`src/rtl/mem_pkg.sv`:
```
// Shared types and helpers for the c2c memory-side arbiter.
package mem_pkg;

    typedef enum logic [1:0] {
        CH_INSTR = 2'd0,
        CH_DR    = 2'd1,
        CH_DW    = 2'd2
    } chan_e;

    typedef enum logic [1:0] {
        IDLE,
        ISSUE,
        WAIT,
        RESP
    } state_e;

    // Byte address to word address; the caller truncates to the memory width.
    function automatic logic [63:0] byte_to_word(input logic [63:0] addr,
                                                 input int unsigned xlen);
        return (xlen == 64) ? (addr >> 3) : (addr >> 2);
    endfunction

endpackage

```
`src/rtl/rr_arb3.sv`:
```
// Three-way round-robin arbiter: combinational one-hot grant, registered last-grant pointer.
module rr_arb3
    import mem_pkg::*;
(
    input  logic       clk,
    input  logic       reset_n,
    input  logic [2:0] req_i,
    input  chan_e      last_i,
    input  logic       advance_i,
    output logic [2:0] gnt_o
);

    chan_e ptr_q;

    // Pointer holds the last granted channel; CH_DR at reset makes dw the first choice.
    always_ff @(posedge clk or negedge reset_n) begin
        if (!reset_n) begin
            ptr_q <= CH_DR;
        end else if (advance_i) begin
            ptr_q <= last_i;
        end
    end

    always_comb begin
        gnt_o = 3'b000;
        case (ptr_q)
            CH_INSTR: gnt_o = req_i[1] ? 3'b010 : req_i[2] ? 3'b100 : req_i[0] ? 3'b001 : 3'b000;
            CH_DR:    gnt_o = req_i[2] ? 3'b100 : req_i[0] ? 3'b001 : req_i[1] ? 3'b010 : 3'b000;
            default:  gnt_o = req_i[0] ? 3'b001 : req_i[1] ? 3'b010 : req_i[2] ? 3'b100 : 3'b000;
        endcase
    end

endmodule

```
`src/rtl/c2c_mem_arbiter.sv`:
```
// Merges the instruction-read, data-read and data-write c2c channels onto one
// single-ported synchronous memory, one transaction at a time.
module c2c_mem_arbiter
    import mem_pkg::*;
#(
    parameter int unsigned XLEN        = 32,
    parameter int unsigned ADDR_W      = 14,
    parameter int unsigned MEM_LATENCY = 1
) (
    input  logic                clk,
    input  logic                reset_n,
    input  logic                instr_re,
    input  logic [XLEN/8-1:0]   instr_sel,
    input  logic [XLEN-1:0]     instr_addr,
    output logic                instr_ack,
    output logic [31:0]         instr_data,
    input  logic                dr_re,
    input  logic [XLEN/8-1:0]   dr_sel,
    input  logic [XLEN-1:0]     dr_addr,
    output logic                dr_ack,
    output logic [XLEN-1:0]     dr_data,
    input  logic                dw_we,
    input  logic [XLEN/8-1:0]   dw_sel,
    input  logic [XLEN-1:0]     dw_addr,
    input  logic [XLEN-1:0]     dw_data,
    output logic                dw_ack,
    output logic                mem_req,
    output logic                mem_we,
    output logic [ADDR_W-1:0]   mem_addr,
    output logic [XLEN/8-1:0]   mem_be,
    output logic [XLEN-1:0]     mem_wdata,
    input  logic [XLEN-1:0]     mem_rdata
);

    localparam int unsigned SelW = XLEN / 8;

    state_e            state_q, state_d;
    chan_e             chan_q, chan_d;
    logic              hi_half_q, hi_half_d;
    logic [2:0]        cnt_q, cnt_d;
    logic [2:0]        hold_q, hold_d;
    logic [2:0]        ack_q, ack_d;
    logic              mem_req_q, mem_req_d;
    logic              mem_we_q, mem_we_d;
    logic [ADDR_W-1:0] mem_addr_q, mem_addr_d;
    logic [SelW-1:0]   mem_be_q, mem_be_d;
    logic [XLEN-1:0]   mem_wdata_q, mem_wdata_d;
    logic [31:0]       instr_data_q, instr_data_d;
    logic [XLEN-1:0]   dr_data_q, dr_data_d;

    logic [2:0]        req;
    logic [2:0]        gnt;
    logic [XLEN-1:0]   gnt_addr;
    logic [31:0]       fetch_word;
    logic              unused_in;

    // A channel just acked still shows its request for one cycle; mask it.
    assign req = {dw_we, dr_re, instr_re} & ~hold_q;

    rr_arb3 u_arb (
        .clk       (clk),
        .reset_n   (reset_n),
        .req_i     (req),
        .last_i    (chan_q),
        .advance_i (state_q == RESP),
        .gnt_o     (gnt)
    );

    if (XLEN == 64) begin : g_fetch64
        assign fetch_word = hi_half_q ? mem_rdata[XLEN-1:32] : mem_rdata[31:0];
    end else begin : g_fetch32
        assign fetch_word = mem_rdata[31:0];
    end

    assign unused_in = ^{instr_sel, dr_sel, hi_half_q};

    always_comb begin
        state_d      = state_q;
        chan_d       = chan_q;
        hi_half_d    = hi_half_q;
        cnt_d        = cnt_q;
        hold_d       = 3'b000;
        ack_d        = 3'b000;
        mem_req_d    = 1'b0;
        mem_we_d     = 1'b0;
        mem_addr_d   = mem_addr_q;
        mem_be_d     = mem_be_q;
        mem_wdata_d  = mem_wdata_q;
        instr_data_d = instr_data_q;
        dr_data_d    = dr_data_q;
        gnt_addr     = '0;

        case (state_q)
            IDLE: begin
                if (|gnt) begin
                    mem_be_d = '1;
                    unique case (1'b1)
                        gnt[CH_INSTR]: begin
                            chan_d   = CH_INSTR;
                            gnt_addr = instr_addr;
                        end
                        gnt[CH_DR]: begin
                            chan_d   = CH_DR;
                            gnt_addr = dr_addr;
                        end
                        gnt[CH_DW]: begin
                            chan_d      = CH_DW;
                            gnt_addr    = dw_addr;
                            mem_we_d    = 1'b1;
                            mem_be_d    = dw_sel;
                            mem_wdata_d = dw_data;
                        end
                    endcase
                    mem_req_d  = 1'b1;
                    mem_addr_d = ADDR_W'(byte_to_word(64'(gnt_addr), XLEN));
                    hi_half_d  = gnt_addr[2];
                    state_d    = ISSUE;
                end
            end
            ISSUE: begin
                if (chan_q == CH_DW) begin
                    ack_d[chan_q] = 1'b1;
                    state_d       = RESP;
                end else begin
                    cnt_d   = 3'(MEM_LATENCY);
                    state_d = WAIT;
                end
            end
            WAIT: begin
                cnt_d = cnt_q - 3'd1;
                if (cnt_d == 3'd0) begin
                    ack_d[chan_q] = 1'b1;
                    state_d       = RESP;
                    if (chan_q == CH_INSTR) begin
                        instr_data_d = fetch_word;
                    end else begin
                        dr_data_d = mem_rdata;
                    end
                end
            end
            RESP: begin
                hold_d[chan_q] = 1'b1;
                state_d        = IDLE;
            end
            default: state_d = IDLE;
        endcase
    end

    always_ff @(posedge clk or negedge reset_n) begin
        if (!reset_n) begin
            state_q      <= IDLE;
            chan_q       <= CH_INSTR;
            hi_half_q    <= 1'b0;
            cnt_q        <= 3'd0;
            hold_q       <= 3'b000;
            ack_q        <= 3'b000;
            mem_req_q    <= 1'b0;
            mem_we_q     <= 1'b0;
            mem_addr_q   <= '0;
            mem_be_q     <= '0;
            mem_wdata_q  <= '0;
            instr_data_q <= '0;
            dr_data_q    <= '0;
        end else begin
            state_q      <= state_d;
            chan_q       <= chan_d;
            hi_half_q    <= hi_half_d;
            cnt_q        <= cnt_d;
            hold_q       <= hold_d;
            ack_q        <= ack_d;
            mem_req_q    <= mem_req_d;
            mem_we_q     <= mem_we_d;
            mem_addr_q   <= mem_addr_d;
            mem_be_q     <= mem_be_d;
            mem_wdata_q  <= mem_wdata_d;
            instr_data_q <= instr_data_d;
            dr_data_q    <= dr_data_d;
        end
    end

    assign instr_ack  = ack_q[CH_INSTR];
    assign dr_ack     = ack_q[CH_DR];
    assign dw_ack     = ack_q[CH_DW];
    assign instr_data = instr_data_q;
    assign dr_data    = dr_data_q;
    assign mem_req    = mem_req_q;
    assign mem_we     = mem_we_q;
    assign mem_addr   = mem_addr_q;
    assign mem_be     = mem_be_q;
    assign mem_wdata  = mem_wdata_q;

endmodule

```
`config.mk`:
```
export PLATFORM = sky130hd
export DESIGN_NAME = c2c_mem_arbiter
export DESIGN_NICKNAME = d
export VERILOG_FILES = /design/src/rtl/mem_pkg.sv /design/src/rtl/rr_arb3.sv /design/src/rtl/c2c_mem_arbiter.sv
export SDC_FILE = /design/constraint.sdc
export NUM_CORES = 1
export LEC_CHECK = 0
export CORE_MARGIN = 10
export CORE_UTILIZATION = 42
export CTS_CLUSTER_SIZE = 8
export DETAILED_ROUTE_END_ITERATION = 7
export GPL_TIMING_DRIVEN = 1
export PLACE_DENSITY = 0.95
export SLEW_MARGIN = 25
export SYNTH_ARGS = -nofsm -noshare
export SYNTH_HDL_FRONTEND = slang
export SYNTH_HIERARCHICAL = 1
export SYNTH_SLANG_ARGS = --single-unit
```
`constraint.sdc`:
```
create_clock -name clk -period 4.42 [get_ports clk]
set_input_delay 0.884 -clock clk [delete_from_list [all_inputs] [get_ports clk]]
set_output_delay 0.884 -clock clk [all_outputs]
set_load 0.01 [all_outputs]
```
# [After elaboration in Yosys (flattened, before gate mapping)]
# Cells that the tools add are included.
[classes] add_sub_neg=1 n_reduce_logical=13 n_bitwise=3 n_eq_ne=8 n_mux=30 magnitude_cmp=2
[op_table] operator="$pmux 16 s3" count=1
[op_table] operator="$mux 3" count=11
[op_table] operator="$pmux 3 s2" count=3
[op_table] operator="$reduce_and 3->1" count=3
[op_table] operator="$mux 1" count=8
[op_table] operator="$pmux 2 s4" count=1
[op_table] operator="$eq 2x2->1 const B" count=3
[op_table] operator="$logic_not 2->1" count=3
[op_table] operator="$mux 2" count=3
[op_table] operator="$ne 2x2->1 const B" count=3
[op_table] operator="$pmux 2 s3" count=1
[op_table] operator="$reduce_and 2->1" count=3
[op_table] operator="$eq 2x1->1 const B" count=2
[op_table] operator="$mux 4" count=1
[op_table] operator="$and 3x3->3" count=1
[op_table] operator="$logic_not 3->1" count=1
[op_table] operator="$lt 2x3->1 const B" count=1
[op_table] operator="$not 3->3" count=1
[op_table] operator="$reduce_or 3->1" count=1
[op_table] operator="$sub 3x1->3 const B" count=1
[op_table] operator="$demux 1 s2" count=1
[op_table] operator="$ge 2x1->1 const B" count=1
[op_table] operator="$reduce_bool 2->1" count=1
[op_table] operator="$logic_and 1x1->1" count=1
[op_table] operator="$not 1->1" count=1
[totals] ff_bits=131 input_bits=177 elab_cells=70 out_inout_bits=119

# [Depth between registers and ports, before layout]
[logic_depth] ltp_word=9 depth_mapped=9 mapped_depth_nobuf=7

# [Cells and area by module]
# Netlist, hierarchy kept.
[modules_own_cells] mod="c2c_mem_arbiter" instances=1 cells_per_inst=361 area_per_inst_um2=5146.2 seq_area_each_um2=3228.1
[modules_own_cells] mod="rr_arb3" instances=1 cells_per_inst=12 area_per_inst_um2=133.9 seq_area_each_um2=51.3

# [Worst setup path before layout]
# Ideal clock, no wire load.
[synth_path] path_type="input-to-reg" start="input dr_re" end="register state_q[0]" path_slack_ns=1.910 stages=7 t_required_ns=4.343 setup_time_ns=0.077 arrival_ns=2.432 n_path_buf=0 path_cell_list="nor2b_1 or3b_1 and3b_1 or4b_1 o211a_2 and4b_1 a21oi_1"
[synth_between] word_cells_on_any_way=11 cone_classes="eq/ne: 1; mux: 7; bitwise: 1; reduce/logical: 2"
[synth_rtl] item="start, declared" line_no="c2c_mem_arbiter.sv:17" rtl="input logic dr_re,"
[synth_rtl] item="$and 3x3->3 *" line_no="c2c_mem_arbiter.sv:58" rtl="assign req = {dw_we, dr_re, instr_re} & ~hold_q;"
[synth_rtl] item="$mux 3 (2 in series)" line_no="rr_arb3.sv:29" rtl="default: gnt_o = req_i[0] ? 3'b001 : req_i[1] ? 3'b010 : req_i[2] ? 3'b100 : 3'b000;"
[synth_rtl] item="$pmux 3 s2 *" line_no="rr_arb3.sv:26" rtl="case (ptr_q)"
[synth_rtl] item="via gnt[0]" line_no="c2c_mem_arbiter.sv:52" rtl="logic [2:0] gnt;"
[synth_rtl] item="$reduce_or 3->1 *" line_no="c2c_mem_arbiter.sv:95" rtl="if (|gnt) begin"
[synth_rtl] item="$ne 2x2->1 (no source line) *"
[synth_rtl] item="$reduce_and 2->1 (no source line) *"
[synth_rtl] item="end signal, assigned" line_no="c2c_mem_arbiter.sv:165" rtl="state_q <= state_d;"
[synth_rtl] item="end, declared" line_no="c2c_mem_arbiter.sv:37" rtl="state_e state_q, state_d;"
# The timed path passes the listed nets; every way through them passes the cells marked *.
# A chain may end at the register's enable or synchronous reset.

# [Worst setup path after layout]
[layout_path] start="input dr_re" end="register mem_addr_q[2], in the netlist mem_addr[2]"
[layout_between] elab_chain_cells=7 word_cells_on_any_way=11 cone_classes="mux: 8; bitwise: 1; reduce/logical: 2"
[layout_lines] item="$and 3x3->3 *" line_no="c2c_mem_arbiter.sv:58"
[layout_lines] item="via req[1]" line_no="c2c_mem_arbiter.sv:51" rtl="logic [2:0] req;"
[layout_lines] item="$mux 2" line_no="rr_arb3.sv:28" rtl="CH_DR: gnt_o = req_i[2] ? 3'b100 : req_i[0] ? 3'b001 : req_i[1] ? 3'b010 : 3'b000;"
[layout_lines] item="$mux 3 (2 in series)" line_no="rr_arb3.sv:28"
[layout_lines] item="$pmux 3 s2 *" line_no="rr_arb3.sv:26"
[layout_lines] item="via gnt[1]" line_no="c2c_mem_arbiter.sv:52"
[layout_lines] item="$reduce_or 3->1" line_no="c2c_mem_arbiter.sv:95"
[layout_lines] item="$reduce_and 2->1 (no source line)"
[layout_lines] item="end signal, assigned" line_no="c2c_mem_arbiter.sv:173" rtl="mem_addr_q <= mem_addr_d;"
[layout_lines] item="end, declared" line_no="c2c_mem_arbiter.sv:45" rtl="logic [ADDR_W-1:0] mem_addr_q, mem_addr_d;"
# Marks and branches as above.

==> results.md <==
* Outcome: finished clean
* Pre-Repair DR Iteration Count at 6
* Synthesized area at 5280 sq um
* Most frequent cell after synthesis: dfrtp_1
* Final Skew at 5.24 ps
* Worst Max-Slew Pin Slew at 944 ps
* Via count at between 3k and 4k
* Final WL at 16.0 mm
* Vias per std cell at between 4 and 5
* Fin. Hold Viols at 0
* Worst r2r dst: mem_addr[2]
* RR Startpoint: u_arb/ptr_q[0]
* Die Y at 132 um
* Overall global routing resource usage at 18.4%
* CP Data Required Time at between 4000 and 5000 ps
* CTS resizes at 0
* Fillcell total at 888
* Reg clk slew, reported paths at roughly 50 ps
* Cts-stage hold buffer count at 0
* DRT iter0 DRCs at ~140
* Placed cell count at 759
* CTS max path bufs at 2
* HPWL Detailed at 12.4 mm
* Net Count, Synth at 557
* Synthesized instance count at roughly 370
* Die area at between 15000 and 20000 sq um
* CP Data Arrival Time at roughly 3300 ps
* DR WL/cell at 20.3 um
* Hold crit path type: primary input to async pin
* Clk root buf: clkbuf_16
* # port buffers at 233
* Worst Setup Start Kind: primary input
* Yosys warnings at 6
* Clock sink count at between 100 and 150
* Synthesized area per cell at 14.2 sq um
* CTS tree: done
* Pre-CTS WS at 924 ps
* Commonest cells post-synth: dfrtp_1 (130), mux2_2 (95), nand2_1 (21)
* Max FO, Critical Path at 33
* Reg2Reg Depth at 5
* I/O pin count at roughly 300
* Final ANT Viol Nets at 0
* Die width at roughly 130 um
* First-pass GRT wire length at 25.0 mm
* GRT overflow at 0
* # DRC at 0
* VDD IR max at roughly 0.39 mV
* Area Overhead vs Synth at 56.9%
* Non-Filler Instances at 788
* Pleak at roughly 0.0035 uW
* Period utilization at approximately 70%
* Main synth FF type: dfrtp_1
* Vias in the first global route at 4453
* Fin crit period at between 3000 and 4000 ps
* Initial Util at between 40% and 50%
* Cell taking the most area after synthesis: dfrtp_1
* Unrepaired setup endpoints after global routing: false
* Postcts setup bufs at 0
* R2r setup slk at around 1900 ps
* Fin nets at between 700 and 800
* Setup TNS at 0 ps
* Largest net degree at the start of global routing at 47
* Synth async-reset ratio at 100%
* Peak Freq at 0.325 GHz
* Post-synthesis register bit count at 131
* Pins over their slew limit at 0
* H-tree depth at 4
* Synth top area share at about 62%
* PD cells at around 760 nW/um^2
* Sequential-to-total area share from yosys stat at 62.1%
* Share of cells above drive strength 1 at 21.8%
* Top cells by area, synth: dfrtp_1 (62%), mux2_2 (20%), a22oi_1 (2.0%), a31oi_1 (1.7%), ha_1 (1.7%)
* Crit end category: flop
* Ant. Diodes at 0
* Core area at 12200 sq um
* Gpl congestion at 0.838
* Setup WS post-layout at 1340 ps
* CTS buffer count at 17
* Initial antenna violation count at 0
* Num rows at 40
* Rel. slew slack at 36.9%
* Later-pin clock latency in the skew report at 410 ps
* Max-cap violation count at 0
* EDFF count, synth at 0
* Synth unique cells at 37
* Setup CP Type: primary input to flop
* Final Setup Violations at 0
-- state kept, by name, summed over array words and instances (netlist names) --
register	count
chan_q	2
u_arb/ptr_q	2
mem_be	4
mem_we	1
mem_req	1
state_q	2
mem_wdata	32
ack_q	3
mem_addr	14
hold_q	3
instr_data	32
dr_data	32
cnt_q	3
-- cell type report --
type                    count  area, sq um  area share, %
flip-flops and latches    131         3280           39.6
inverters                   9         33.8          0.408
clock buffers              24          492           5.94
multi-input cells         213         1850           22.3
clock inverters             5         52.6          0.634
repair buffers            238         2370           28.6
well taps                 168          210           2.54
-- worst max-delay path: stages --
cell             delay (ps)
clkdlybuf4s50_1         450
nor2b_1                 190
or3b_1                  380
o21ai_1                 100
buf_4                   240
o31ai_1                 140
inv_1                   700
a31oi_1                 200
-- worst max-delay path by stage --
stage	start	end	slack [ps]
final	dr_re	mem_addr[2]	1340
after global routing	instr_re	mem_addr[11]	1050
after CTS	dr_re	mem_addr[2]	1350
after detailed placement	instr_re	mem_be[3]	920
after global placement	instr_re	mem_be[2]	960
after floorplan	dr_re	state_q[0]	1910
-- per-stage QoR --
stage                     hold WS, ps  util (%)  total power [uW]  instance area [sq um]
after global placement            466      63.6              4940                   7740
final                             468      68.1              6340                   8280
after floorplan                   449         -              3520                   5280
after global routing              501      68.1              6710                   8280
after detailed placement          474      63.6              5100                   7740
after CTS                         477      68.1              6430                   8280
-- cell families after synthesis --
logic type | after synthesis | share of synthesized area, %
xor gates and xnor gates | 1 | 0.308
muxes | 98 | 20.9
buffers and inverters | 29 | 2.96
AOI/OAI and AO/OA | 46 | 6.02
adders and majority gates | 7 | 1.66
and+or+nand+nor | 61 | 6.04
DFF | 131 | 62.1
-- power breakdown --
group	total (uW)	switching [uW]	internal, uW
logic	2890	1210	1680
registers	2150	346	1800
clock network	1290	473	820
total	6340	2030	4310
-- per-layer routing --
| layer | part of all wire (%) | vias to the layer above | GRT usage [%] |
|---|---|---|---|
| li1 | - | 1797 | - |
| met1 | 37 | 1922 | 18.3 |
| met2 | 50 | 191 | 31.7 |
| met3 | 10 | 29 | 9.26 |
| met4 | 2.6 | 0 | 8.03 |
| met5 | 0 | - | 0 |
-- cells in the final DEF (no fill, tap or decap), types with 6 or more instances in the layout --
cell type / Yosys / routed
a31oi_1: 14 / 14
nand2_1: 21 / 21
clkdlybuf4s50_1: 0 / 232
clkbuf_16: 0 / 17
nor2_1: 17 / 17
mux2_2: 95 / 95
dfrtp_1: 130 / 130
buf_4: 3 / 6
a22oi_1: 14 / 14
inv_1: 9 / 9
ha_1: 7 / 7
No activity file was read; power rests on OpenSTA's default activity.
